==> config.mk <==
export PLATFORM = sky130hd
export DESIGN_NAME = dram_burst_ctrl
export DESIGN_NICKNAME = d
export VERILOG_FILES = /design/src/rtl/dram_burst_ctrl.sv
export SDC_FILE = /design/constraint.sdc
export NUM_CORES = 1
export LEC_CHECK = 0
export BUFFER_PORTS_ARGS = -buffer_cell sky130_fd_sc_hd__buf_2
export CAP_MARGIN = 20
export CORE_MARGIN = 10
export CORE_UTILIZATION = 40
export CTS_BUF_LIST = sky130_fd_sc_hd__clkbuf_8 sky130_fd_sc_hd__clkbuf_16
export DETAILED_ROUTE_END_ITERATION = 7
export GPL_TIMING_DRIVEN = 0
export HOLD_SLACK_MARGIN = 0.15
export PLACE_DENSITY = 0.64
export SLEW_MARGIN = 20
export SYNTH_ARGS = -nofsm -noshare
export SYNTH_HDL_FRONTEND = slang
export SYNTH_SLANG_ARGS = --single-unit
==> constraint.sdc <==
create_clock -name clk -period 8.7 [get_ports clk]
set_input_delay 0.435 -clock clk [delete_from_list [all_inputs] [get_ports clk]]
set_output_delay 0.435 -clock clk [all_outputs]
set_load 0.02 [all_outputs]
==> src/rtl/dram_burst_ctrl.sv <==
// Line-wide read/write controller in front of the PIM DRAM model: sequences the
// burst beats, assembles read lines and returns one response per request.
`timescale 1ns/1ps
module dram_burst_ctrl #(
    parameter int unsigned ADDR_WIDTH     = 16,
    parameter int unsigned BEAT_WIDTH     = 32,
    parameter int unsigned BURST_LEN      = 8,
    parameter int unsigned TIMEOUT_CYCLES = 1024
) (
    input  logic                            clk,
    input  logic                            rst,
    input  logic                            req_valid,
    output logic                            req_ready,
    input  logic                            req_write,
    input  logic [ADDR_WIDTH-1:0]           req_addr,
    input  logic [BURST_LEN*BEAT_WIDTH-1:0] req_wdata,
    output logic                            resp_valid,
    input  logic                            resp_ready,
    output logic                            resp_write,
    output logic [BURST_LEN*BEAT_WIDTH-1:0] resp_rdata,
    output logic                            resp_err,
    output logic [ADDR_WIDTH-1:0]           dram_addr,
    output logic                            dram_read_en,
    output logic                            dram_write_en,
    output logic [BEAT_WIDTH-1:0]           dram_wdata,
    input  logic                            dram_ready,
    input  logic                            dram_complete,
    input  logic [BEAT_WIDTH-1:0]           dram_rdata,
    input  logic                            dram_valid
);

    localparam int unsigned LINE_WIDTH = BURST_LEN * BEAT_WIDTH;
    localparam int unsigned CNT_W      = $clog2(BURST_LEN + 1);
    localparam int unsigned TO_W       = 32;

    localparam logic [CNT_W-1:0] BEATS_FULL = CNT_W'(BURST_LEN);
    localparam logic [CNT_W-1:0] BEAT_LAST  = CNT_W'(BURST_LEN - 1);
    localparam logic [TO_W-1:0]  TO_LIMIT   = TO_W'(TIMEOUT_CYCLES);

    typedef enum logic [1:0] {
        S_IDLE,
        S_WAIT_RDY,
        S_ACTIVE,
        S_RESP
    } state_t;

    state_t                  r_state,       w_state_nxt;
    logic                    r_req_ready,   w_req_ready_nxt;
    logic                    r_resp_valid,  w_resp_valid_nxt;
    logic                    r_resp_write,  w_resp_write_nxt;
    logic                    r_resp_err,    w_resp_err_nxt;
    logic [LINE_WIDTH-1:0]   r_resp_rdata,  w_resp_rdata_nxt;
    logic [ADDR_WIDTH-1:0]   r_dram_addr,   w_dram_addr_nxt;
    logic                    r_rd_en,       w_rd_en_nxt;
    logic                    r_wr_en,       w_wr_en_nxt;
    logic [CNT_W-1:0]        r_beat_cnt,    w_beat_cnt_nxt;
    logic [TO_W-1:0]         r_to_cnt,      w_to_cnt_nxt;
    logic                    r_lat_write,   w_lat_write_nxt;
    logic [ADDR_WIDTH-1:0]   r_lat_addr,    w_lat_addr_nxt;
    logic [LINE_WIDTH-1:0]   r_lat_wdata,   w_lat_wdata_nxt;

    logic [TO_W-1:0]         w_to_inc;
    logic                    w_timeout;
    logic                    w_beat_take;
    logic [CNT_W-1:0]        w_beat_cnt_upd;
    logic [CNT_W-1:0]        w_wbeat_sel;
    logic [BEAT_WIDTH-1:0]   w_wdata_beat;

    // Beats past a full line are ignored so the counter saturates instead of wrapping.
    assign w_to_inc       = r_to_cnt + TO_W'(1);
    assign w_timeout      = (w_to_inc >= TO_LIMIT);
    assign w_beat_take    = dram_valid && (r_beat_cnt < BEATS_FULL);
    assign w_beat_cnt_upd = w_beat_take ? (r_beat_cnt + CNT_W'(1)) : r_beat_cnt;
    assign w_wbeat_sel    = (r_beat_cnt >= BEATS_FULL) ? BEAT_LAST : r_beat_cnt;

    // Write beat mux: the only combinational output.
    always_comb begin
        w_wdata_beat = '0;
        for (int unsigned i = 0; i < BURST_LEN; i++) begin
            if (w_wbeat_sel == CNT_W'(i)) begin
                w_wdata_beat = r_lat_wdata[i*BEAT_WIDTH +: BEAT_WIDTH];
            end
        end
    end

    assign dram_wdata = w_wdata_beat;

    always_ff @(posedge clk or negedge rst) begin
        if (!rst) begin
            r_state      <= S_IDLE;
            r_req_ready  <= 1'b1;
            r_resp_valid <= 1'b0;
            r_resp_write <= 1'b0;
            r_resp_err   <= 1'b0;
            r_resp_rdata <= '0;
            r_dram_addr  <= '0;
            r_rd_en      <= 1'b0;
            r_wr_en      <= 1'b0;
            r_beat_cnt   <= '0;
            r_to_cnt     <= '0;
            r_lat_write  <= 1'b0;
            r_lat_addr   <= '0;
            r_lat_wdata  <= '0;
        end else begin
            r_state      <= w_state_nxt;
            r_req_ready  <= w_req_ready_nxt;
            r_resp_valid <= w_resp_valid_nxt;
            r_resp_write <= w_resp_write_nxt;
            r_resp_err   <= w_resp_err_nxt;
            r_resp_rdata <= w_resp_rdata_nxt;
            r_dram_addr  <= w_dram_addr_nxt;
            r_rd_en      <= w_rd_en_nxt;
            r_wr_en      <= w_wr_en_nxt;
            r_beat_cnt   <= w_beat_cnt_nxt;
            r_to_cnt     <= w_to_cnt_nxt;
            r_lat_write  <= w_lat_write_nxt;
            r_lat_addr   <= w_lat_addr_nxt;
            r_lat_wdata  <= w_lat_wdata_nxt;
        end
    end

    always_comb begin
        w_state_nxt      = r_state;
        w_req_ready_nxt  = r_req_ready;
        w_resp_valid_nxt = r_resp_valid;
        w_resp_write_nxt = r_resp_write;
        w_resp_err_nxt   = r_resp_err;
        w_resp_rdata_nxt = r_resp_rdata;
        w_dram_addr_nxt  = r_dram_addr;
        w_rd_en_nxt      = r_rd_en;
        w_wr_en_nxt      = r_wr_en;
        w_beat_cnt_nxt   = r_beat_cnt;
        w_to_cnt_nxt     = r_to_cnt;
        w_lat_write_nxt  = r_lat_write;
        w_lat_addr_nxt   = r_lat_addr;
        w_lat_wdata_nxt  = r_lat_wdata;

        case (r_state)
            S_IDLE: begin
                if (req_valid && r_req_ready) begin
                    w_lat_write_nxt  = req_write;
                    w_lat_addr_nxt   = req_addr;
                    w_lat_wdata_nxt  = req_wdata;
                    w_resp_rdata_nxt = '0;
                    w_beat_cnt_nxt   = '0;
                    w_to_cnt_nxt     = '0;
                    w_req_ready_nxt  = 1'b0;
                    w_state_nxt      = S_WAIT_RDY;
                end
            end

            // Timeout wins over a late dram_ready so no enable is raised on an aborted request.
            S_WAIT_RDY: begin
                w_to_cnt_nxt = w_to_inc;
                if (w_timeout) begin
                    w_resp_err_nxt   = 1'b1;
                    w_resp_write_nxt = r_lat_write;
                    w_resp_valid_nxt = 1'b1;
                    w_state_nxt      = S_RESP;
                end else if (dram_ready) begin
                    w_rd_en_nxt     = !r_lat_write;
                    w_wr_en_nxt     = r_lat_write;
                    w_dram_addr_nxt = r_lat_addr;
                    w_state_nxt     = S_ACTIVE;
                end
            end

            S_ACTIVE: begin
                w_to_cnt_nxt   = w_to_inc;
                w_beat_cnt_nxt = w_beat_cnt_upd;
                for (int unsigned i = 0; i < BURST_LEN; i++) begin
                    if (w_beat_take && !r_lat_write && (r_beat_cnt == CNT_W'(i))) begin
                        w_resp_rdata_nxt[i*BEAT_WIDTH +: BEAT_WIDTH] = dram_rdata;
                    end
                end
                // A beat arriving with dram_complete is counted before the short-burst test.
                if (dram_complete) begin
                    w_rd_en_nxt      = 1'b0;
                    w_wr_en_nxt      = 1'b0;
                    w_resp_err_nxt   = (w_beat_cnt_upd != BEATS_FULL);
                    w_resp_write_nxt = r_lat_write;
                    w_resp_valid_nxt = 1'b1;
                    w_state_nxt      = S_RESP;
                end else if (w_timeout) begin
                    w_rd_en_nxt      = 1'b0;
                    w_wr_en_nxt      = 1'b0;
                    w_resp_err_nxt   = 1'b1;
                    w_resp_write_nxt = r_lat_write;
                    w_resp_valid_nxt = 1'b1;
                    w_state_nxt      = S_RESP;
                end
            end

            S_RESP: begin
                if (resp_ready) begin
                    w_resp_valid_nxt = 1'b0;
                    w_resp_err_nxt   = 1'b0;
                    w_req_ready_nxt  = 1'b1;
                    w_state_nxt      = S_IDLE;
                end
            end

            default: begin
                w_state_nxt = S_IDLE;
            end
        endcase
    end

    assign req_ready     = r_req_ready;
    assign resp_valid    = r_resp_valid;
    assign resp_write    = r_resp_write;
    assign resp_err      = r_resp_err;
    assign resp_rdata    = r_resp_rdata;
    assign dram_addr     = r_dram_addr;
    assign dram_read_en  = r_rd_en;
    assign dram_write_en = r_wr_en;

endmodule

; ---- Yosys cells after proc, flatten, opt, wreduce, memory -nomap -nowiden
; Index checks and enable logic that the tools add are counted.
[classes]
n_eq_ne = 32
n_addsub = 2
bitwise_logic = 1
order_cmp = 3
n_reduce_logical = 37
muxes = 52
[ops]
columns = cell, n
row1 = 32-bit 2-to-1 mux, 17
row2 = 256-bit one-hot mux with 2 select lines, 1
row3 = 256-bit 2-to-1 mux, 1
row4 = 32-bit one-hot mux with 2 select lines, 1
row5 = "32-bit by 1-bit adder with 32-bit output, second input constant", 1
row6 = "4-bit by 3-bit == test with 1-bit output, second input constant", 8
row7 = "32-bit by 11-bit >= comparator with 1-bit output, second input constant", 1
row8 = 3-bit AND reduction, 10
row9 = "2-bit != test, second input constant", 12
row10 = "4-bit by 2-bit == test with 1-bit output, second input constant", 4
row11 = 1-bit 2-to-1 mux, 15
row12 = 2-bit 2-to-1 mux, 6
row13 = 4-bit 2-to-1 mux, 3
row14 = 1-bit logical AND, 11
row15 = "4-bit by 1-bit == test with 1-bit output, second input constant", 2
row16 = 4-bit zero test, 2
row17 = 1-bit one-hot mux with 2 select lines, 4
row18 = 2-bit one-hot mux with 4 select lines, 1
row19 = 4-bit one-hot mux with 2 select lines, 1
row20 = 2-bit AND reduction, 4
row21 = 4-bit AND reduction, 2
row22 = 2-bit nonzero test, 4
row23 = "3-bit != test, second input constant", 2
row24 = 1-bit one-hot mux with 3 select lines, 2
row25 = other kinds (11), 12
[word_totals]
ff_bits = 589
wordCells = 148

; ---- Longest topological paths before layout
[logic_depth]
ltp_word = 11
mapped_depth = 11
mapped_depth_nobuf = 10

; ---- Worst setup path before layout
; OpenSTA, ideal clock, no wires.
[synth_timing]
kind = reg2reg
start = register r_to_cnt[0]
end = register r_dram_addr[10] (netlist: dram_addr[10])
n_path_buf = 1
setup_ns = 0.125
stages_incl_launch_ff = 11
setup_slack_ns = 5.585
arrival_time_ns = 2.990
period_less_slack_ns = 3.115
cell_sequence = dfrtp_1 > ha_1 > nand3_1 > nor4_2 > nand4_1 > nor4b_1 > nor2_1 > nor4_4 > nand3_4 > buf_6 > mux2_4
[synth_via]
elab_chain_cells = 4
[synth_lines]
columns = element, line
row1 = "start, declared", 57  ; logic [TO_W-1:0] r_to_cnt, w_to_cnt_nxt;
row2 = "start signal, assigned", 115  ; r_to_cnt <= w_to_cnt_nxt;
row3 = 32-bit by 1-bit adder with 32-bit output, 70  ; assign w_to_inc = r_to_cnt + TO_W'(1);
row4 = 32-bit by 11-bit >= comparator with 1-bit output, 71  ; assign w_timeout = (w_to_inc >= TO_LIMIT);
row5 = 1-bit inverter (no source line), --
row6 = 3-bit AND reduction (no source line), --
row7 = "end signal, assigned", 111  ; r_dram_addr <= w_dram_addr_nxt;
row8 = "end, declared", 53  ; logic [ADDR_WIDTH-1:0] r_dram_addr, w_dram_addr_nxt;
; Every way passes these cells.
; A chain may end at the register's enable or synchronous reset.

; ---- Final worst setup path
[layout_timing]
start = register r_beat_cnt[0]
end = output port dram_wdata[28]
[layout_via]
elab_chain_cells = 11
word_cells_on_any_way = 18
[layout_lines]
columns = element, line
row1 = "start, declared", 56  ; logic [CNT_W-1:0] r_beat_cnt, w_beat_cnt_nxt;
row2 = "start signal, assigned", 114  ; r_beat_cnt <= w_beat_cnt_nxt;
row3 = 4-bit >= comparator, 74  ; assign w_wbeat_sel = (r_beat_cnt >= BEATS_FULL) ? BEAT_LAST : r_beat_cnt;
row4 = 4-bit 2-to-1 mux *, 74
row5 = 4-bit zero test, 80  ; if (w_wbeat_sel == CNT_W'(i)) begin
row6 = 32-bit 2-to-1 mux (7 in a row), 80
row7 = 32-bit 2-to-1 mux *, 80
row8 = "end, declared", 25  ; output logic [BEAT_WIDTH-1:0] dram_wdata,
; Mark *: on every way between the ends. The rest lies on a longest branch, timed or not.

==> run_results.csv <==
group,metric,value,unit
routing,vias,24000,
routing,drt.antenna.violating_nets,0,
sta,rsz0062_at_grt,"false",
sta,skew,0.0190,ns
power_and_ir_drop,seqPwrFrac,0.359,
cells_and_area,final_cell_mix,"nand2_1, buf_2, dfrtp_1, o21ai_0, dlygate4sd3_1",
sta,max_clock_freq,0.218,GHz
synth,synth_edf_count,0,
routing,post-route-drc-count,0,
power_and_ir_drop,clkPwrFrac,0.224,
placement,port-buffer-count,621,
routing,routedWlPerCell,23.4,um
sta,slew_violations,0,
synth,synth_area_leaders,"dfrtp_1, nand2_1, o21ai_0",
synth,synth_top_area_share,0.600,
die,die_area,71600,sq um
setup_path,critPathMaxStageDelay,0.93,ns
synth,yosysWarnings,0,
placement,dp_worst_setup_slack,4.61,ns
clock_network,max-clock-path-buffers,3,
run,timing.max_cap.violations,0,
die,core,60500,sq um
power_and_ir_drop,p_leak,17.5,nW
cells_and_area,nNetsFinal,3961,
setup_path,cp-end-kind,"output pin",
synth,syn_nets,2990,
clock_network,cts_setup_buffers,0,
placement,gp_congestion,0.909,
synth,netlist_area,24500,sq um
cells_and_area,layout_commonest_cell,"nand2_1",
synth,synth_area_per_cell,9.19,sq um
placement,place_area,28800,sq um
setup_path,cpLargestDelayFamily,"buffers and inverters",
hold_path,min_path_type,"in -> reg",
die,die_x,268,um
cells_and_area,fin_util,0.559,
power_and_ir_drop,irDropWorstVdd,0.194,mV
clock_network,clk_latency,0.61,ns
cells_and_area,drive_gt1_frac,0.207,
clock_network,cts_max_level,3,
sta,setup_viol_count_final,0,
sta,worst_slack,4.11,ns
synth,yosysTopAreaCell,"dfrtp_1",
routing,drt-initial-drc-count,2438,
setup_path,worstSetupPathType,"reg -> out",
setup_path,required,8.27,ns
clock_network,cts_tree,"yes",
sta,finalCritPeriodShare,0.528,
setup_path,path_buf_inv,4,
global_routing,gr-usage-all-layers,0.286,
clock_network,cts.clk_slew.worst_paths,0.06,ns
global_routing,grt_pass1_wl,155000,um
global_routing,grt_pass1_vias,24100,
setup_path,worstSetupStartpointType,"flip-flop",
synth,ys_seq_elements,589,
sta,tightest_slew,1.09,ns
sta,timing_hold_violations_final,0,
routing,drt_wl_total,105000,um
cells_and_area,fin_area,33800,sq um
power_and_ir_drop,powerDensity,385,nW/um^2
die,initial_utilization,0.405,
synth,netlist_instances,2668,
power_and_ir_drop,combPwrFrac,0.416,
synth,seq_area_frac_synth,0.601,
global_routing,grt_overflow,0,
setup_path,path_cells,"clkbuf_1, inv_1, nor3_1, clkbuf_1, a222oi_1, o21ai_0, a221o_1, buf_2",
setup_path,crit_arrival,4.16,ns
die,io-pin-count,622,
clock_network,root_buffer,"clkbuf_16",
synth,synthArstFlopShare,1.00,
setup_path,worst_path_max_delay_cell,"nor3_1",
clock_network,cts.sinks,589,
synth,ys.flop_type,"dfrtp_1",
power_and_ir_drop,switching_share,0.442,
power_and_ir_drop,power.switching,0.00576,W
global_routing,antenna_found_initial,8,
die,rows,90,
setup_path,path_common_cell,"clkbuf_1",
global_routing,grt_max_degree,98,
clock_network,cts_made_buffers,66,
setup_path,path_max_fanout,10,
sta,period_needed,4.59,ns
die,die-height,268,um
clock_network,cts_resized,0,
routing,avgViaCountPerCell,5.35,
power_and_ir_drop,internal_power,0.00728,W
sta,maxSlewHeadroom,0.270,
routing,first_pass_iters,7,
cells_and_area,area_delta_synth_final,38.0,%
placement,dp_hpwl,77100,um
synth,synth_cell_types,72,
run_status,status,"finished clean",
[worst paths after layout]
path	start	to	slack, ns	depth (start not counted)
worst min-delay path	resp_ready	req_ready$_DFFE_PN1P_	0.19	3
worst min register to register	resp_rdata[206]$_DFFE_PN0P_	resp_rdata[206]$_DFFE_PN0P_	0.47	2
worst max-delay path	r_beat_cnt[0]$_DFFE_PN0P_	dram_wdata[28]	4.11	8
worst max register to register	r_to_cnt[0]$_DFFE_PN0P_	dram_addr[7]$_DFFE_PN0P_	4.79	10
max in group asynchronous	rst	r_lat_wdata[217]$_DFFE_PN0P_	6.57	5
min in group asynchronous	rst	resp_rdata[158]$_DFFE_PN0P_	0.41	2
[kinds of logic after synthesis]
logic type               share of synthesized area
AO/OA/AOI/OAI                                0.125
flip-flops                                   0.601
buffers and inverters                       0.0287
adder cells (fa/ha/maj)                    0.00510
multiplexers                                0.0233
AND/OR/NAND/NOR                              0.215
XOR/XNOR                                   0.00179
[flip-flops by register name (all words and copies together), names as in the netlist, 2 cells and up]
register and flops:
r_lat_wdata 256, resp_rdata 256, r_to_cnt 32, dram_addr 16, r_lat_addr 16, r_beat_cnt 4, r_state 2
[tightest hold or removal path: stages]
cell     delay [ns]
buf_2          0.14
a21oi_1        0.14
nor2_1         0.05
[Yosys cell counts, types with 3 or more instances]
| cell type | count |
|---|---|
| xor2_1 | 3 |
| or3_1 | 4 |
| a22o_1 | 3 |
| and2_1 | 6 |
| ha_1 | 10 |
| nand2_1 | 1155 |
| buf_1 | 12 |
| nand3_1 | 15 |
| nor4_1 | 8 |
| o31ai_1 | 14 |
| nor2_1 | 64 |
| mux2i_1 | 32 |
| a222oi_1 | 31 |
| mux2_4 | 10 |
| clkbuf_1 | 156 |
| a21o_1 | 15 |
| and3_1 | 8 |
| nor2b_1 | 3 |
| o41ai_1 | 4 |
| nor3_1 | 11 |
| a31oi_1 | 8 |
| a221o_1 | 31 |
| nand3b_1 | 4 |
| a21oi_1 | 51 |
| inv_1 | 11 |
| mux2_2 | 9 |
| nor3b_1 | 4 |
| nand4_1 | 18 |
| nand2b_1 | 4 |
| o21ai_0 | 324 |
| buf_2 | 3 |
| dfrtp_1 | 588 |
[per-layer routing]
layer	vias to the layer above	track usage	part of all wire
met1	11800	0.344	0.39
met5	-	0	0.00026
li1	10800	-	-
met2	1168	0.486	0.48
met4	4	0.129	0.046
met3	207	0.0632	0.080
[power by group through the flow]
stage                     registers, W  logic (W)  clock network [W]
after global placement         0.00467    0.00524                  0
after global routing           0.00481    0.00589            0.00307
after detailed placement       0.00470    0.00530                  0
after CTS                      0.00466    0.00543            0.00295
final                          0.00469    0.00543            0.00292
after floorplan                0.00518    0.00234                  0
[cell type report]
class                      instances  area (sq um)
fill                            5337         26600
sequential                       589         14700
multi-input combinational       1895          9070
timing repair buffer             903          6050
clock buffer                      84          1920
tap                              782           978
buffer                           173           662
clock inverter                    35           347
inverter                          11          41.3
antenna                            9          22.5
[through the flow]
stage / power (W) / setup TNS [ns] / cells / hold slack [ns]
6_report: 0.0130 / 0 / 4481 / 0.188
5_1_grt: 0.0138 / 0 / 4478 / 0.198
4_1_cts: 0.0130 / 0 / 4472 / 0.150
3_5_place_dp: 0.0100 / 0 / 4077 / 0.453
3_3_place_gp: 0.00991 / -3099.41 / 4071 / 0.455
2_1_floorplan: 0.00752 / 0 / 2668 / 0.139
[repair_timing]
item | in CTS | in global routing
setup endpoints to repair | 0 | 0
hold endpoints to repair | 346 | 0
hold buffers | 276 | 0
(Power assumes the default switching activity.)
